### src/rtl/trace_record_decoder_if.sv
// Byte-stream input and decoded-record output bundle for trace_record_decoder.
// Handshake: a transfer happens on a rising clk edge where valid && ready are
// both 1; the sender keeps valid and its payload stable until that edge.
// The decoder connects through the slave modport, its environment through master.
interface trace_record_decoder_if;
  logic        in_valid;
  logic [7:0]  in_data;
  logic        in_ready;
  logic        rec_valid;
  logic        rec_ready;
  logic [31:0] rec_cycle;
  logic [31:0] rec_pc;
  logic [31:0] rec_instr;
  logic [4:0]  rec_rd;
  logic        rec_reg_write;
  logic [31:0] rec_data;
  logic        err_checksum;
  logic        err_type;
  logic        err_timeout;
  logic [15:0] err_count;
  logic [31:0] rec_count;
  logic [1:0]  dbg_state;

  modport slave (
    input  in_valid, in_data, rec_ready,
    output in_ready, rec_valid, rec_cycle, rec_pc, rec_instr, rec_rd,
           rec_reg_write, rec_data, err_checksum, err_type, err_timeout,
           err_count, rec_count, dbg_state
  );

  modport master (
    output in_valid, in_data, rec_ready,
    input  in_ready, rec_valid, rec_cycle, rec_pc, rec_instr, rec_rd,
           rec_reg_write, rec_data, err_checksum, err_type, err_timeout,
           err_count, rec_count, dbg_state
  );
endinterface

### src/rtl/trace_record_decoder.sv
// Consumes the per-retirement trace byte stream, resynchronises on SYNC_BYTE,
// validates type and XOR checksum, and presents commit records on a
// valid/ready output. dbg_state exposes the FSM: 0 HUNT, 1 TYPE, 2 PAYLOAD, 3 CHK.
module trace_record_decoder #(
  parameter int          TIMEOUT_CYCLES = 1024,
  parameter logic [7:0]  SYNC_BYTE      = 8'hA5,
  parameter logic [7:0]  TYPE_COMMIT    = 8'h01
) (
  input  logic                   clk,
  input  logic                   rst,
  trace_record_decoder_if.slave  bus
);
  localparam int TW = $clog2(TIMEOUT_CYCLES + 1);

  typedef enum logic [1:0] {S_HUNT, S_TYPE, S_PAYLOAD, S_CHK} state_t;

  state_t       state, state_nxt;
  logic [4:0]   idx;
  logic [7:0]   xor_q;
  logic [135:0] shadow;
  logic [TW-1:0] tmo_cnt;

  logic        rec_valid_q;
  logic [31:0] rec_cycle_q, rec_pc_q, rec_instr_q, rec_data_q, rec_count_q;
  logic [4:0]  rec_rd_q;
  logic        rec_rw_q;
  logic        err_chk_q, err_type_q, err_tmo_q;
  logic [15:0] err_count_q;

  logic in_ready_w, accept, count_en, tmo_hit;
  logic type_ok, type_bad, chk_ok, chk_bad, err_any;
  logic unused_rdbyte_bits;

  // Only the record-completing byte waits for the consumer to free the output.
  assign in_ready_w = !(state == S_CHK && rec_valid_q && !bus.rec_ready);
  assign accept     = bus.in_valid && in_ready_w;
  // The self-imposed CHK stall does not count towards the idle timeout.
  assign count_en   = (state != S_HUNT) && !accept && in_ready_w;
  assign tmo_hit    = count_en && (tmo_cnt == TW'(TIMEOUT_CYCLES - 1));
  assign err_any    = type_bad || chk_bad || tmo_hit;
  assign unused_rdbyte_bits = ^shadow[102:101];

  // State register.
  always_ff @(posedge clk or posedge rst) begin
    if (rst) state <= S_HUNT;
    else     state <= state_nxt;
  end

  // Next-state decode; every move except timeout needs an accepted byte.
  always_comb begin
    state_nxt = state;
    type_ok   = 1'b0;
    type_bad  = 1'b0;
    chk_ok    = 1'b0;
    chk_bad   = 1'b0;
    case (state)
      S_HUNT: if (accept && bus.in_data == SYNC_BYTE) state_nxt = S_TYPE;
      S_TYPE: if (accept) begin
        if (bus.in_data == TYPE_COMMIT) begin
          type_ok   = 1'b1;
          state_nxt = S_PAYLOAD;
        end else begin
          type_bad  = 1'b1;
          state_nxt = S_HUNT;
        end
      end
      S_PAYLOAD: if (accept && idx == 5'd16) state_nxt = S_CHK;
      S_CHK: if (accept) begin
        if (bus.in_data == xor_q) chk_ok  = 1'b1;
        else                      chk_bad = 1'b1;
        state_nxt = S_HUNT;
      end
      default: state_nxt = S_HUNT;
    endcase
    if (tmo_hit) state_nxt = S_HUNT;
  end

  // Payload assembly in a shadow register, running XOR, idle timeout counter.
  always_ff @(posedge clk or posedge rst) begin
    if (rst) begin
      idx     <= '0;
      xor_q   <= '0;
      shadow  <= '0;
      tmo_cnt <= '0;
    end else begin
      if (type_ok) begin
        idx   <= '0;
        xor_q <= bus.in_data;
      end else if (state == S_PAYLOAD && accept) begin
        idx   <= idx + 5'd1;
        xor_q <= xor_q ^ bus.in_data;
        shadow[{idx, 3'b000} +: 8] <= bus.in_data;
      end
      if (accept || state_nxt == S_HUNT) tmo_cnt <= '0;
      else if (count_en)                 tmo_cnt <= tmo_cnt + TW'(1);
    end
  end

  // Output record, counters and one-cycle error pulses.
  always_ff @(posedge clk or posedge rst) begin
    if (rst) begin
      rec_valid_q <= 1'b0;
      rec_cycle_q <= '0;
      rec_pc_q    <= '0;
      rec_instr_q <= '0;
      rec_rd_q    <= '0;
      rec_rw_q    <= 1'b0;
      rec_data_q  <= '0;
      rec_count_q <= '0;
      err_chk_q   <= 1'b0;
      err_type_q  <= 1'b0;
      err_tmo_q   <= 1'b0;
      err_count_q <= '0;
    end else begin
      if (chk_ok) begin
        rec_valid_q <= 1'b1;
        rec_cycle_q <= shadow[31:0];
        rec_pc_q    <= shadow[63:32];
        rec_instr_q <= shadow[95:64];
        rec_rd_q    <= shadow[100:96];
        rec_rw_q    <= shadow[103];
        rec_data_q  <= shadow[135:104];
        rec_count_q <= rec_count_q + 32'd1;
      end else if (rec_valid_q && bus.rec_ready) begin
        rec_valid_q <= 1'b0;
      end
      err_chk_q  <= chk_bad;
      err_type_q <= type_bad;
      err_tmo_q  <= tmo_hit;
      if (err_any && err_count_q != 16'hFFFF) err_count_q <= err_count_q + 16'd1;
    end
  end

  assign bus.in_ready      = in_ready_w;
  assign bus.rec_valid     = rec_valid_q;
  assign bus.rec_cycle     = rec_cycle_q;
  assign bus.rec_pc        = rec_pc_q;
  assign bus.rec_instr     = rec_instr_q;
  assign bus.rec_rd        = rec_rd_q;
  assign bus.rec_reg_write = rec_rw_q;
  assign bus.rec_data      = rec_data_q;
  assign bus.err_checksum  = err_chk_q;
  assign bus.err_type      = err_type_q;
  assign bus.err_timeout   = err_tmo_q;
  assign bus.err_count     = err_count_q;
  assign bus.rec_count     = rec_count_q;
  assign bus.dbg_state     = state;
endmodule

### src/flat_wrapper.sv
// flat-port wrapper written by rule: the top's interface ports become plain ports
module trace_record_decoder_flat 
#(
  parameter int          TIMEOUT_CYCLES = 1024,
  parameter logic [7:0]  SYNC_BYTE      = 8'hA5,
  parameter logic [7:0]  TYPE_COMMIT    = 8'h01
)
  (clk, rst, bus_in_valid, bus_in_data, bus_rec_ready, bus_in_ready, bus_rec_valid, bus_rec_cycle, bus_rec_pc, bus_rec_instr, bus_rec_rd, bus_rec_reg_write, bus_rec_data, bus_err_checksum, bus_err_type, bus_err_timeout, bus_err_count, bus_rec_count, bus_dbg_state);
  trace_record_decoder_if bus_i ();
  input  logic clk;
  input  logic rst;
  input wire logic [$bits(bus_i.in_valid)-1:0] bus_in_valid;
  input wire logic [$bits(bus_i.in_data)-1:0] bus_in_data;
  input wire logic [$bits(bus_i.rec_ready)-1:0] bus_rec_ready;
  output wire logic [$bits(bus_i.in_ready)-1:0] bus_in_ready;
  output wire logic [$bits(bus_i.rec_valid)-1:0] bus_rec_valid;
  output wire logic [$bits(bus_i.rec_cycle)-1:0] bus_rec_cycle;
  output wire logic [$bits(bus_i.rec_pc)-1:0] bus_rec_pc;
  output wire logic [$bits(bus_i.rec_instr)-1:0] bus_rec_instr;
  output wire logic [$bits(bus_i.rec_rd)-1:0] bus_rec_rd;
  output wire logic [$bits(bus_i.rec_reg_write)-1:0] bus_rec_reg_write;
  output wire logic [$bits(bus_i.rec_data)-1:0] bus_rec_data;
  output wire logic [$bits(bus_i.err_checksum)-1:0] bus_err_checksum;
  output wire logic [$bits(bus_i.err_type)-1:0] bus_err_type;
  output wire logic [$bits(bus_i.err_timeout)-1:0] bus_err_timeout;
  output wire logic [$bits(bus_i.err_count)-1:0] bus_err_count;
  output wire logic [$bits(bus_i.rec_count)-1:0] bus_rec_count;
  output wire logic [$bits(bus_i.dbg_state)-1:0] bus_dbg_state;
  assign bus_i.in_valid = bus_in_valid;
  assign bus_i.in_data = bus_in_data;
  assign bus_i.rec_ready = bus_rec_ready;
  assign bus_in_ready = bus_i.in_ready;
  assign bus_rec_valid = bus_i.rec_valid;
  assign bus_rec_cycle = bus_i.rec_cycle;
  assign bus_rec_pc = bus_i.rec_pc;
  assign bus_rec_instr = bus_i.rec_instr;
  assign bus_rec_rd = bus_i.rec_rd;
  assign bus_rec_reg_write = bus_i.rec_reg_write;
  assign bus_rec_data = bus_i.rec_data;
  assign bus_err_checksum = bus_i.err_checksum;
  assign bus_err_type = bus_i.err_type;
  assign bus_err_timeout = bus_i.err_timeout;
  assign bus_err_count = bus_i.err_count;
  assign bus_rec_count = bus_i.rec_count;
  assign bus_dbg_state = bus_i.dbg_state;
  trace_record_decoder #(.TIMEOUT_CYCLES(TIMEOUT_CYCLES), .SYNC_BYTE(SYNC_BYTE), .TYPE_COMMIT(TYPE_COMMIT)) u_core (.clk(clk), .rst(rst), .bus(bus_i));
endmodule
### config.mk
export PLATFORM = sky130hd
export DESIGN_NAME = trace_record_decoder_flat
export DESIGN_NICKNAME = d
export VERILOG_FILES = /design/src/rtl/trace_record_decoder_if.sv /design/src/rtl/trace_record_decoder.sv /design/src/flat_wrapper.sv
export SDC_FILE = /design/constraint.sdc
export NUM_CORES = 1
export LEC_CHECK = 0
export ABC_CLOCK_PERIOD_IN_PS = 14900
export CORE_ASPECT_RATIO = 1.75
export CORE_MARGIN = 4
export CORE_UTILIZATION = 25
export CTS_BUF_LIST = sky130_fd_sc_hd__clkbuf_4 sky130_fd_sc_hd__clkbuf_8 sky130_fd_sc_hd__clkbuf_16
export CTS_CLUSTER_DIAMETER = 200
export DETAILED_ROUTE_END_ITERATION = 12
export PLACE_DENSITY = 0.5
export SLEW_MARGIN = 20
export SYNTH_ARGS = -nofsm -noshare
export SYNTH_HDL_FRONTEND = slang
export SYNTH_SLANG_ARGS = --single-unit
export TNS_END_PERCENT = 10
### constraint.sdc
create_clock -name clk -period 14.9 [get_ports clk]
set_input_delay 2.98 -clock clk [delete_from_list [all_inputs] [get_ports clk]]
set_output_delay 2.98 -clock clk [all_outputs]
set_load 0.01 [all_outputs]
* Yosys cells after proc, flatten, opt, wreduce, memory -nomap -nowiden *
Index checks and enable logic that the tools add are counted.

storage, ports and cells
  output and inout port bits = 189
  memories kept = 0
  register bits = 348
  bits in writable memories = 0
  logic and storage cells = 87
  input bits = 12
  ROM bits = 0
  bits in latches = 0

operators by class
  multiply operators = 0
  div/mod/pow operators = 0
  multiplexer cells = 28
  $add $sub $neg = 5
  magnitude comparators = 0
  eq/ne operators = 9
  reduce and logical (&&, ||, !) cells = 24
  bitwise operators = 2
  shifts and indexed selects = 2

operators by type and width
  kind                      number
  $bwmux 136                1
  $shift 8x10->136 const A  1
  $shiftx 8x10->136         1
  $add 32x1->32 const B     1
  $mux 11                   2
  $add 16x1->16 const B     1
  $mux 8                    2
  $ne 16x16->1 const B      1
  $mux 1                    14
  $mux 2                    6
  $add 11x1->11 const B     1
  $eq 11x10->1 const B      1
  $logic_and 1x1->1         11
  $mux 5                    2
  $neg 8->10                1
  $eq 8x1->1 const B        1
  $eq 8x8->1                1
  $eq 8x8->1 const B        1
  $pmux 2 s4                1
  $reduce_bool 2->1         4
  $xor 8x8->8               1
  $add 5x1->5 const B       1
  $eq 5x5->1 const B        1
  $eq 2x2->1 const B        2
  6 further kinds           11

* Logic depth before layout (Yosys ltp) *
  depth in word-level cells = 13
  mapped depth = 12
  gate-level depth less buffers = 9

* Worst setup path before layout *
OpenSTA, ideal clock, no wires.

  path type = input to output
  start point = in bus_rec_ready
  end point = out bus_in_ready
  required time = 11.920 ns
  arrival time = 3.255 ns
  path slack = 8.665 ns
  stages on the path = 1
  path buffers = 0
  path through = nand4b_1

between the ends
  word-level cells in the longest chain between the ends = 3

RTL lines
  element             RTL line                    source
  start: declaration  flat_wrapper.sv:14          input wire logic [$bits(bus_i.rec_ready)-1:0] bus_rec_ready;
  $logic_not 1->1     trace_record_decoder.sv:35  assign in_ready_w = !(state == S_CHK && rec_valid_q && !bus.rec_ready);
  $logic_and 1x1->1   trace_record_decoder.sv:35
  $logic_not 1->1     trace_record_decoder.sv:35
  end: declaration    flat_wrapper.sv:15          output wire logic [$bits(bus_i.in_ready)-1:0] bus_in_ready;

No other way between the ends.

* Worst setup path after layout *
Same ends and word-level chain as after synthesis.

==> qor.txt <==
outcome = finished, final reports clean
Worst Hold Class = reg2reg
All-Layer GR Usage = 0.127
DR WL/cell = 19.0 um
count of TritonRoute iterations in the first routing pass = 4
Boundary Pins = 201
register share of total power = 0.487
fill count = 5640
fin worst setup slack = 7.70 ns
CTS Buf Count = 37
Synth Area in Adders = 0.00795
met2 Use GR = 0.242
initial core utilization = 0.252
H-tree levels = 2
Placer Congestion = 0.808
Post-synth EDFFs = 0
post-synthesis instance area = 0.0142 mm^2
grt total ovfl = 0
final hold violations = 0
Power Density = 108 mW/mm^2
Clock Pin Slew Worst Setup and Hold Paths = 0.05 ns
sequential share of the synthesized area = 0.611
final setup fails = 0
fmax = 139 MHz
post-DP HPWL = 26.4 mm
Area contributors post-synth = dfrtp_1 61%, mux2_2 16%, nand2_1 3.7%, o21ai_0 3.0%, xor2_1 2.3%
Critical Path RT = 11.92 ns
Bufs on Longest Clock Path = 3
FF-to-FF End = u_core.shadow[135]$_DFFE_PP0P_
CTS Hold Buffers Added = 0
post-synth cell types = 55
main combinational cell family by area after synthesis = multiplexers
HP Start = u_core.shadow[91]$_DFFE_PP0P_
CP Cell Sequence = clkdlybuf4s50_1 -> nand4b_1 -> clkdlybuf4s50_1
global-route wire length before repair = 59.4 mm
Fin Clk Skew = 0.0101 ns
post-CTS setup buffer count = 0
met3 Track Usage GR = 0.0223
layer with the highest usage = met2
CP max-delay cell = clkdlybuf4s50_1
largest net degree at the start of global routing = 89
syn nets = 1133
Worst EP arrival = 4.22 ns
TNS Setup = 0 ns
root buf cell = clkbuf_16
Area Growth Syn to Fin = 28.3%
Die W = 188 um
average vias per placed instance = 4.46
critical path's most frequent cell = clkdlybuf4s50_1
port bufs = 200
Slew Limit Fails = 0
CTS tree = built
met1 global-route usage = 0.142
Syn. warnings = 0
Top delay family on crit path = buffers and inverters
Buffers & Inverters on Critical Path = 2
# nets final = 1339
total clock sinks = 346
antenna cells = 0
total vias in the final route = 9120
mux contribution to synthesized area = 0.161
Sw Ratio = 0.227
Die Y-Extent = 323 um
share of total power in the clock network = 0.477
Max Cap Viol = 0
unrepaired setup endpoints after global routing = no
Max stage delay on crit path = 0.57 ns
Rows = 115
VDD IR-drop max = 101 uV
commonest non-fill, non-tap cell in the layout = dfrtp_1
WS Path Type = in2out
Hold Path End = u_core.shadow[91]$_DFFE_PP0P_
Syn Inst Count = 1112
post-synthesis sequential element count = 346
most used flip-flop cell after synthesis = dfrtp_1
Reg2Reg Depth = 9
Psw = 0.445 mW
Min-Delay Path Depth = 2
vias in the first global route = 9535
DR iter-0 viols = 383
simple-gate portion of the synthesized area = 0.117
DIE AREA = 0.0607 mm^2
Synth top area share = 0.611
Worst R2R Setup Slack = 11.40 ns
synthesized area per cell = 12.7 um^2
post-CTS sizing = 0
cell accounting for the most synthesized area = dfrtp_1
RR Startpoint = u_core.idx[0]$_DFFE_PP0P_
Worst-Margin Slew = 1.01 ns
initial antenna violation count = 0
period utilisation layout = 0.483
most frequent cells in the layout = 346 x dfrtp_1, 200 x clkdlybuf4s50_1, 199 x mux2_2, 141 x nand2_1, 84 x o21ai_0
DRT Wirelength = 38.9 mm
pre-CTS setup slack = 7.71 ns
share of layout cells above drive strength 1 = 0.234
Critical Path Fanout Max = 4
xor and xnor fraction of the mapped netlist area = 0.0420
Pleak = 8.38 nW
drt drc = 0
max_slew headroom = 0.330
Int Pwr = 1.51 mW
post-route ant nets = 0
Worst Setup End Kind = output port
Combinational Power Share = 0.036
post-synthesis compound-gate area fraction = 0.0412
worst skew pair latency = 0.53 ns
Core Footprint = 0.0561 mm^2
Async SR Flop Fraction = 1.00
Final Critical Period = 7.20 ns
critical path launch point type = input port
==> worst reg2reg max path, cell delays in order (launching register included) <==
cell and delay (ns):
dfrtp_1 0.63, inv_1 0.22, ha_1 0.36, nor3b_1 0.18
ha_1 0.36, a31oi_4 0.44, inv_2 0.08, a2111oi_4 0.37
nand2_1 0.36, mux2_2 0.39
==> layer usage <==
| metal | vias to the layer above | share of wire |
|---|---|---|
| met3 | 55 | 0.040 |
| li1 | 4250 | - |
| met1 | 4613 | 0.39 |
| met4 | 0 | 0.029 |
| met2 | 202 | 0.54 |
| met5 | - | 0 |
==> how the worst max path moves through the flow <==
stage | from | cells past startpoint | endpoint | slack (ns)
2_1_floorplan | rst | 1 | u_core.bus.dbg_state[0]$_DFF_PP0_ | 2.33
3_3_place_gp | bus_rec_ready | 3 | bus_in_ready | 7.69
3_5_place_dp | bus_rec_ready | 3 | bus_in_ready | 7.71
4_1_cts | bus_rec_ready | 3 | bus_in_ready | 7.70
5_1_grt | bus_rec_ready | 3 | bus_in_ready | 7.66
6_report | bus_rec_ready | 3 | bus_in_ready | 7.70
==> area by class of cell <==
type	instances	area, um^2	area share
well taps	702	878	0.0483
inverters	10	45.0	0.00248
repair buffers	216	2120	0.117
clock inverters	13	148	0.00812
multi-input cells	707	5240	0.288
clock buffers	53	1090	0.0599
flip-flops and latches	346	8660	0.476
==> cells in the mapped netlist, types with 4 or more instances <==
library cell and instances:
dfrtp_1 346, mux2_2 199, nand2_1 141, o21ai_0 84, nor2_1 46, xor2_1 37, xnor2_1 31, nand3_1 28
nand4_1 22, buf_2 21, and2_1 19, clkbuf_1 19, and3_1 14, nor3_1 11, ha_1 9, inv_1 9
buf_4 7, nand2b_1 6, nor3_2 6, nand3_2 5, a21oi_1 4
==> power by group through the flow <==
stage               Clock (mW)  Combinational [mW]  Sequential, mW
CTS                      0.973              0.0749           0.953
floorplan                    0              0.0404           0.969
global placement             0              0.0735           0.971
detailed placement           0              0.0748           0.971
finish                   0.933              0.0712           0.954
global route              1.01              0.0805           0.953
==> cells by family (layout without fill, tap and decap cells) <==
family,after synthesis,count (layout)
flops,346,346
simple gates,327,327
mux,202,202
compound gates,101,101
xor+xnor,68,68
buf+inv,59,292
fa+ha+maj,9,9
==> flip-flops by register name (all words and copies together) (netlist names), 8 cells and up <==
signal,count
u_core.bus.err_count,16
u_core.bus.rec_count,32
u_core.bus.rec_cycle,32
u_core.bus.rec_data,32
u_core.bus.rec_instr,32
u_core.bus.rec_pc,32
u_core.shadow,134
u_core.tmo_cnt,11
u_core.xor_q,8
==> metrics by stage <==
step | power (mW) | area, um^2 | utilization | instances | hold slack (ns)
finish | 1.96 | 18200 | 0.324 | 2047 | 0.472
global route | 2.04 | 18200 | 0.324 | 2047 | 0.496
CTS | 2.00 | 18200 | 0.324 | 2047 | 0.480
detailed placement | 1.05 | 16900 | 0.302 | 1981 | 0.465
global placement | 1.04 | 16900 | 0.302 | 1981 | 0.458
floorplan | 1.01 | 14200 | - | 1112 | 0.444
No activity file was read; power rests on OpenSTA's default activity.
